$ cat config.mk
export PLATFORM = sky130hd
export DESIGN_NAME = spi_cmd_tx
export DESIGN_NICKNAME = d
export VERILOG_FILES = /design/src/rtl/spi_pkg.sv /design/src/rtl/spi_tx_fifo.sv /design/src/rtl/spi_cmd_tx.sv
export SDC_FILE = /design/constraint.sdc
export NUM_CORES = 1
export LEC_CHECK = 0
export CORE_MARGIN = 2
export CORE_UTILIZATION = 45
export DETAILED_ROUTE_END_ITERATION = 12
export PLACE_DENSITY = 0.68
export SYNTH_ARGS = -nofsm -noshare
export SYNTH_HDL_FRONTEND = slang
export SYNTH_SLANG_ARGS = --single-unit
$ cat constraint.sdc
create_clock -name iclk -period 1.9 [get_ports iclk]
set_clock_uncertainty 0.05 [all_clocks]
set_input_delay 0.57 -clock iclk [delete_from_list [all_inputs] [get_ports iclk]]
set_output_delay 0.57 -clock iclk [all_outputs]
set_load 0.05 [all_outputs]
$ cat src/rtl/spi_pkg.sv
// spi_pkg: shared definitions for the configuration SPI command transmitter.
// Holds the slave register map, frame length, FSM state type and command record.
package spi_pkg;

    localparam logic [7:0] ADDR_TRIG_MASK = 8'd1;
    localparam logic [7:0] ADDR_INSTR     = 8'd2;
    localparam logic [7:0] ADDR_MODE      = 8'd3;

    localparam int FRAME_BITS = 16;

    typedef enum logic [1:0] {
        ST_IDLE  = 2'd0,
        ST_SHIFT = 2'd1,
        ST_GAP   = 2'd2
    } spi_tx_state_t;

    typedef struct packed {
        logic [7:0] addr;
        logic [7:0] data;
    } spi_cmd_t;

endpackage

$ cat src/rtl/spi_tx_fifo.sv
// spi_tx_fifo: small synchronous command FIFO placed in front of the transmitter.
// Pointers carry one extra wrap bit so full and empty are told apart without a counter.
module spi_tx_fifo
    import spi_pkg::*;
#(
    parameter int DEPTH = 4
) (
    input  logic     iclk,
    input  logic     rstn,
    input  logic     push_i,
    input  spi_cmd_t wdata_i,
    input  logic     pop_i,
    output spi_cmd_t rdata_o,
    output logic     full_o,
    output logic     empty_o
);

    localparam int AW = $clog2(DEPTH);

    spi_cmd_t        mem_q [DEPTH];
    logic [AW:0]     wrPtr_q, wrPtr_d;
    logic [AW:0]     rdPtr_q, rdPtr_d;

    assign empty_o = (wrPtr_q == rdPtr_q);
    assign full_o  = (wrPtr_q[AW] != rdPtr_q[AW]) && (wrPtr_q[AW-1:0] == rdPtr_q[AW-1:0]);
    assign rdata_o = mem_q[rdPtr_q[AW-1:0]];

    // Pointer advance: a push into a full FIFO or a pop from an empty one is ignored.
    always_comb begin
        wrPtr_d = wrPtr_q;
        rdPtr_d = rdPtr_q;
        if (push_i && !full_o) begin
            wrPtr_d = wrPtr_q + 1'b1;
        end
        if (pop_i && !empty_o) begin
            rdPtr_d = rdPtr_q + 1'b1;
        end
    end

    // Pointer registers; clearing them on reset empties the FIFO.
    always_ff @(posedge iclk or negedge rstn) begin
        if (!rstn) begin
            wrPtr_q <= '0;
            rdPtr_q <= '0;
        end else begin
            wrPtr_q <= wrPtr_d;
            rdPtr_q <= rdPtr_d;
        end
    end

    // Storage array; contents need no reset because the pointers gate every read.
    always_ff @(posedge iclk) begin
        if (push_i && !full_o) begin
            mem_q[wrPtr_q[AW-1:0]] <= wdata_i;
        end
    end

endmodule

$ cat src/rtl/spi_cmd_tx.sv
// spi_cmd_tx: shifts {data, addr} out LSB first as a 16-bit SPI frame, followed by an
// idle gap with sclk low. Optional macro SPI_TX_FIFO_EN puts a command FIFO in front.
module spi_cmd_tx
    import spi_pkg::*;
#(
    parameter int CLK_DIV    = 2,
    parameter int GAP_CYCLES = 4,
    parameter int FIFO_DEPTH = 4
) (
    input  logic       iclk,
    input  logic       rstn,
    input  logic       cmd_valid,
    output logic       cmd_ready,
    input  logic [7:0] cmd_addr,
    input  logic [7:0] cmd_data,
    output logic       sclk,
    output logic       serial_out,
    output logic       busy,
    output logic       done
);

    localparam int DIV_W = $clog2(CLK_DIV) + 1;
    localparam int GAP_W = $clog2(GAP_CYCLES) + 1;
    localparam logic [DIV_W-1:0] DIV_LAST = DIV_W'(CLK_DIV - 1);
    localparam logic [GAP_W-1:0] GAP_LAST = GAP_W'(GAP_CYCLES - 1);
    localparam logic [3:0]       LAST_BIT = 4'(FRAME_BITS - 1);

    spi_tx_state_t    state_q, state_d;
    logic [15:0]      shiftReg_q, shiftReg_d;
    logic [DIV_W-1:0] divCnt_q, divCnt_d;
    logic [GAP_W-1:0] gapCnt_q, gapCnt_d;
    logic [3:0]       bitIdx_q, bitIdx_d;
    logic             phase_q, phase_d;
    logic             sclk_q, sclk_d;
    logic             sdo_q, sdo_d;
    logic             done_q, done_d;

    logic             start;
    spi_cmd_t         startCmd;
    logic             queued;
    logic             unusedAddrMap;

    assign unusedAddrMap = ^{ADDR_TRIG_MASK, ADDR_INSTR, ADDR_MODE};

`ifdef SPI_TX_FIFO_EN
    logic     fifoFull;
    logic     fifoEmpty;
    spi_cmd_t fifoRdata;
    spi_cmd_t fifoWdata;

    assign fifoWdata = '{addr: cmd_addr, data: cmd_data};
    assign cmd_ready = !fifoFull;
    assign start     = (state_q == ST_IDLE) && !fifoEmpty;
    assign startCmd  = fifoRdata;
    assign queued    = !fifoEmpty;

    spi_tx_fifo #(
        .DEPTH (FIFO_DEPTH)
    ) u_fifo (
        .iclk    (iclk),
        .rstn    (rstn),
        .push_i  (cmd_valid && !fifoFull),
        .wdata_i (fifoWdata),
        .pop_i   (start),
        .rdata_o (fifoRdata),
        .full_o  (fifoFull),
        .empty_o (fifoEmpty)
    );
`else
    logic unusedFifoDepth;

    assign unusedFifoDepth = (FIFO_DEPTH != 0);
    assign cmd_ready = (state_q == ST_IDLE);
    assign start     = cmd_valid && cmd_ready;
    assign startCmd  = '{addr: cmd_addr, data: cmd_data};
    assign queued    = 1'b0;
`endif

    assign sclk       = sclk_q;
    assign serial_out = sdo_q;
    assign done       = done_q;
    assign busy       = (state_q != ST_IDLE) || queued;

    // Next-state logic: load on start, walk low/high phases per bit, then count the gap.
    always_comb begin
        state_d    = state_q;
        shiftReg_d = shiftReg_q;
        divCnt_d   = divCnt_q;
        gapCnt_d   = gapCnt_q;
        bitIdx_d   = bitIdx_q;
        phase_d    = phase_q;
        sclk_d     = sclk_q;
        sdo_d      = sdo_q;
        done_d     = 1'b0;

        case (state_q)
            ST_IDLE: begin
                if (start) begin
                    state_d    = ST_SHIFT;
                    shiftReg_d = {startCmd.data, startCmd.addr};
                    sdo_d      = startCmd.addr[0];
                    sclk_d     = 1'b0;
                    divCnt_d   = '0;
                    bitIdx_d   = '0;
                    phase_d    = 1'b0;
                end
            end
            ST_SHIFT: begin
                if (divCnt_q == DIV_LAST) begin
                    divCnt_d = '0;
                    if (!phase_q) begin
                        phase_d = 1'b1;
                        sclk_d  = 1'b1;
                    end else begin
                        phase_d = 1'b0;
                        sclk_d  = 1'b0;
                        if (bitIdx_q == LAST_BIT) begin
                            state_d  = ST_GAP;
                            sdo_d    = 1'b0;
                            gapCnt_d = '0;
                            done_d   = (GAP_LAST == '0);
                        end else begin
                            bitIdx_d   = bitIdx_q + 1'b1;
                            shiftReg_d = {1'b0, shiftReg_q[15:1]};
                            sdo_d      = shiftReg_q[1];
                        end
                    end
                end else begin
                    divCnt_d = divCnt_q + 1'b1;
                end
            end
            ST_GAP: begin
                if (gapCnt_q == GAP_LAST) begin
                    state_d = ST_IDLE;
                end else begin
                    gapCnt_d = gapCnt_q + 1'b1;
                    done_d   = ((gapCnt_q + 1'b1) == GAP_LAST);
                end
            end
            default: begin
                state_d = ST_IDLE;
            end
        endcase
    end

    // State and datapath registers; reset drops the frame in flight at once.
    always_ff @(posedge iclk or negedge rstn) begin
        if (!rstn) begin
            state_q    <= ST_IDLE;
            shiftReg_q <= '0;
            divCnt_q   <= '0;
            gapCnt_q   <= '0;
            bitIdx_q   <= '0;
            phase_q    <= 1'b0;
            sclk_q     <= 1'b0;
            sdo_q      <= 1'b0;
            done_q     <= 1'b0;
        end else begin
            state_q    <= state_d;
            shiftReg_q <= shiftReg_d;
            divCnt_q   <= divCnt_d;
            gapCnt_q   <= gapCnt_d;
            bitIdx_q   <= bitIdx_d;
            phase_q    <= phase_d;
            sclk_q     <= sclk_d;
            sdo_q      <= sdo_d;
            done_q     <= done_d;
        end
    end

endmodule

# Yosys cells after proc, flatten, opt, wreduce, memory -nomap -nowiden
# Cells that the tools add are included.
[totals]
ff_bits = 30
out_inout_bits = 5
inputBits = 19
wordCells = 70
[op_classes]
eq_ne = 13
addsub = 3
muxes = 35
reduce_logical = 11
[ops]
columns = ["cell", "count"]
rows = [
  ["$mux 16", 4],
  ["$pmux 16 s2", 1],
  ["$mux 4", 4],
  ["$reduce_and 5->1", 3],
  ["$mux 2", 7],
  ["$mux 3", 4],
  ["$ne 2x2->1 const B", 6],
  ["$mux 1", 9],
  ["$pmux 4 s2", 1],
  ["$eq 3x2->1 const B", 2],
  ["$pmux 2 s3", 1],
  ["$pmux 3 s2", 1],
  ["$reduce_bool 2->1", 3],
  ["$add 4x1->4 const B", 1],
  ["$eq 2x1->1 const B", 2],
  ["$eq 4x4->1 const B", 1],
  ["$pmux 1 s2", 2],
  ["$pmux 2 s2", 1],
  ["$reduce_and 4->1", 1],
  ["$add 3x1->3 const B", 1],
  ["$reduce_and 3->1", 1],
  ["$add 2x1->2 const B", 1],
  ["$eq 2x2->1 const B", 1],
  ["$logic_not 2->1", 1],
  ["3 further kinds", 3],
]

# Logic depth before layout (Yosys ltp)
[logic_depth]
ltp_word = 5
mapped_depth = 6
ltp_nobuf = 5

# Least setup slack after synthesis
# Ideal clock, no wire load.
[synth_path]
path_kind = "reg2out"
start = "register state_q[0]"
end = "output cmd_ready"
t_required_ns = 1.280
arrival_ns = 1.434
slack_ns = -0.154
path_stages_with_launch = 5
path_cell_list = "dfrtp_1 buf_6 buf_2 or2_2 inv_1"
[synth_via]
elab_chain_cells = 1
[synth_lines]
columns = ["element", "line_no", "source"]
rows = [
  ["from (decl)", "spi_cmd_tx.sv:28", "spi_tx_state_t state_q, state_d;"],
  ["from (signal assigned)", "spi_cmd_tx.sv:159", "state_q <= state_d;"],
  ["$logic_not 2->1", "spi_cmd_tx.sv:73", "assign cmd_ready = (state_q == ST_IDLE);"],
  ["to (decl)", "spi_cmd_tx.sv:13", "output logic cmd_ready,"],
]
# No other way between the ends.

# Worst setup path after layout
# Ends and elaborated chain as after synthesis.

==> results.md <==
| Result | Reported | Unit |
|:---|:---|:---|
| Number of warnings reported in the yosys synthesis log | 0 | - |
| Antenna violations before repair | 0 | - |
| CTS tree | done | - |
| Layout cell share with drive strength beyond 1 | 32.4 | % |
| Longest Clk Path Bufs | 2 | - |
| H-tree levels | 2 | - |
| Synth area leaders | sky130_fd_sc_hd__dfrtp_1 (45%), sky130_fd_sc_hd__or3b_2 (8.1%), sky130_fd_sc_hd__a2bb2oi_2 (7.4%) | - |
| Commonest cells after routing, fill and taps aside | sky130_fd_sc_hd__dfrtp_1 (27), sky130_fd_sc_hd__o22ai_1 (18), sky130_fd_sc_hd__clkdlybuf4s50_1 (18), sky130_fd_sc_hd__buf_4 (16), sky130_fd_sc_hd__or3b_2 (15) | - |
| Shortest period the worst path allows | 1.85 | ns |
| Total number of vias | 1259 | - |
| Die area | 4090 | um2 |
| Final-layout fill cell count | 302 | - |
| Final Worst Setup Slack | 0.0493 | ns |
| Pin count of the biggest net entering global routing | 30 | - |
| Die span in x | 63.9 | um |
| Cell type with the largest total area after synthesis | sky130_fd_sc_hd__dfrtp_1 | - |
| Placed Instance Area | 1970 | um2 |
| Share of flip-flops with an asynchronous set or reset | 100 | % |
| Utilization after layout | 59.9 | % |
| Core Rows | 21 | - |
| Top-area cell type share of the netlist area | 44.9 | % |
| Max-capacitance violation count | 0 | - |
| Post-synth EDFFs | 0 | - |
| Number of iterations in the first detailed-routing pass | 4 | - |
| Primary FF master, synth | sky130_fd_sc_hd__dfrtp_1 | - |
| Total non-filler cell area in the finished layout | 2030 | um2 |
| Number of pins exceeding their max-slew limit in the final report | 0 | - |
| Routed wire length per instance | 15.6 | um |
| Distinct cell type count of the synthesized netlist | 36 | - |
| Number of clock sinks | 29 | - |
| Worst Hold Endpoint | gapCnt_q[0]$_DFFE_PN0P_ | - |
| Total detailed-routing wirelength | 3470 | um |
| Commonest non-fill, non-tap cell in the layout | sky130_fd_sc_hd__dfrtp_1 | - |
| Kind of path behind the tightest hold check | register to register | - |
| Die height | 63.9 | um |
| Clock-pin transition on the worst setup and hold timing paths | 0.08 | ns |
| Fraction of the yosys area taken by sequential cells | 44.9 | % |
| Critical path endpoint category | output port | - |
| FF+latch count, synth | 29 | - |
| Min-Delay Startpoint | gapCnt_q[0]$_DFFE_PN0P_ | - |
| Gp weighted congestion | 0.771 | - |
| Antenna Nets Post-Route | 0 | - |
| Final setup violation count | 0 | - |
| Initial core utilization | 47.7 | % |
| Setup slack after placement | -0.0749 | ns |
| DRC violation total after the first TritonRoute iteration | 50 | - |
| Post-synth net total | 166 | - |
| Root cell of the clock tree | sky130_fd_sc_hd__clkbuf_4 | - |
| Drt via density | 5.67 | - |
| Power per Cell Area | 1420 | nW/um2 |
| Actual slew at the worst max-slew pin | 0.447 | ns |
| First-pass GRT wire length | 6000 | um |
| End of the worst register-to-register path | shiftReg_q[6]$_DFFE_PN0P_ | - |
| Worst reg-to-reg setup slack | 0.18 | ns |
| Total negative slack for setup checks | 0 | ns |
| Later-pin clock latency in the skew report | 0.32 | ns |
| Top Ports | 24 | - |
| Crit path max fanout | 2 | - |
| Number of hold-repair buffers added at the cts stage | 0 | - |
| Critical Path AT | 1.23 | ns |
| Critical path launch point type | register | - |
| Final global-route overflow total | 0 | - |
| Setup repair after global routing missed its margin | true | - |
| Post-Syn Area | 1620 | um2 |
| Post-route fraction of the period consumed by the critical path | 97.4 | % |
| Required time at the worst-slack endpoint | 1.28 | ns |
| Vias in the first global route | 1303 | - |
| Maximum vdd ir drop | 0.000598 | V |
| Final HPWL DP | 2390 | um |
| Worst max-slew margin expressed relative to the limit | 70.1 | % |
| Overall global routing resource usage | 19.4 | % |
| Mapped Avg Cell Area | 11.3 | um2 |
| Hold-critical path depth | 1 | - |
| Nets | 198 | - |
| F_max | 0.540 | GHz |
| Setup Crit Path Kind | register to output port | - |
| Status | completed | - |
| Antenna diode count | 0 | - |
| Port bufs | 23 | - |
| R2R depth | 5 | - |
| LEAKAGE | 0.000820 | uW |
| Post-route DRC violation count | 0 | - |
| Mapped Cells | 143 | - |
| Core ar. | 3390 | um2 |
| Area grow syn2layout | 25.7 | % |
| Cts bufs inserted | 5 | - |
| Final Hold Fails | 0 | - |
| Reg-to-reg critical path startpoint | bitIdx_q[0]$_DFFE_PN0P_ | - |
worst max-delay path: stages, from the launching register on:
cell	delay, ns
sky130_fd_sc_hd__dfrtp_2	0.42
sky130_fd_sc_hd__or2_4	0.28
sky130_fd_sc_hd__clkinvlp_4	0.09
sky130_fd_sc_hd__buf_12	0.13
cell families (layout without fill, tap and decap cells):
family	count (synthesis)	count (layout)	share of synthesized area (%)
compound gates	49	49	27.0
fa+ha+maj	4	4	3.10
buf+inv	23	56	7.28
flops	29	29	44.9
mux	4	4	2.63
simple gates	34	34	15.1
flip-flops by register name, summed over array words and instances (netlist names):
name	flops
serial_out	1
done	1
shiftReg_q	15
gapCnt_q	3
bitIdx_q	4
state_q	2
divCnt_q	2
sclk	1
timing repair:
item,CTS,global route
endpoints found under the setup margin,2,1
setup buffers,2,0
hold endpoints to repair,0,0
gates resized for setup,2,0
cells in the mapped netlist, drive strengths merged (2+ instances only):
master    n
o22ai    18
o211ai    4
nand3     2
ha        4
mux2      2
o2bb2ai   2
or3b     15
nor2b     3
inv      10
nor2      2
buf       5
nand3b    2
nand2     4
a2bb2oi  14
mux2i     2
or4       2
dfrtp    29
a21oi     2
clkbuf    8
area by class of cell:
| cell class | count | area (um2) | area share, % |
|---|---|---|---|
| tap | 46 | 57.6 | 2.83 |
| inverter | 10 | 41.3 | 2.03 |
| clock buffer | 8 | 48.8 | 2.40 |
| sequential | 29 | 728 | 35.8 |
| multi-input combinational | 91 | 776 | 38.2 |
| timing repair buffer | 38 | 380 | 18.7 |
power breakdown:
| group | total (uW) | internal (uW) | switching, uW | leakage [uW] |
|---|---|---|---|---|
| logic | 1540 | 838 | 700 | 0.000462 |
| registers | 1000 | 834 | 170 | 0.000331 |
| clock network | 346 | 147 | 199 | 0.0000265 |
| total | 2890 | 1820 | 1070 | 0.000820 |
routing by layer:
metal  global-route usage [%]  share of wire [%]
met2                     30.2                 47
met4                     8.42                1.9
met1                     24.0                 46
met3                     7.04                4.8
met5                        0                  0
metrics by stage:
stage	hold slack [ns]	power, uW	std cells
6_report	0.458	2890	222
5_1_grt	0.480	3090	222
4_1_cts	0.465	2900	222
3_5_place_dp	0.445	2540	212
3_3_place_gp	0.437	2480	212
2_1_floorplan	0.224	2130	143
worst max path at each step:
stage	to	slack, ns	cells past startpoint	start
2_1_floorplan	bitIdx_q[1]$_DFFE_PN0P_	0.07	4	sclk$_DFFE_PN0P_
3_3_place_gp	state_q[0]$_DFFE_PN0P_	-0.04	5	cmd_valid
3_5_place_dp	shiftReg_q[13]$_DFFE_PN0P_	-0.07	5	cmd_valid
4_1_cts	cmd_ready	0.02	3	state_q[0]$_DFFE_PN0P_
5_1_grt	cmd_ready	-0.0009	3	state_q[1]$_DFFE_PN0P_
6_report	cmd_ready	0.05	3	state_q[0]$_DFFE_PN0P_
(Power assumes the default switching activity.)
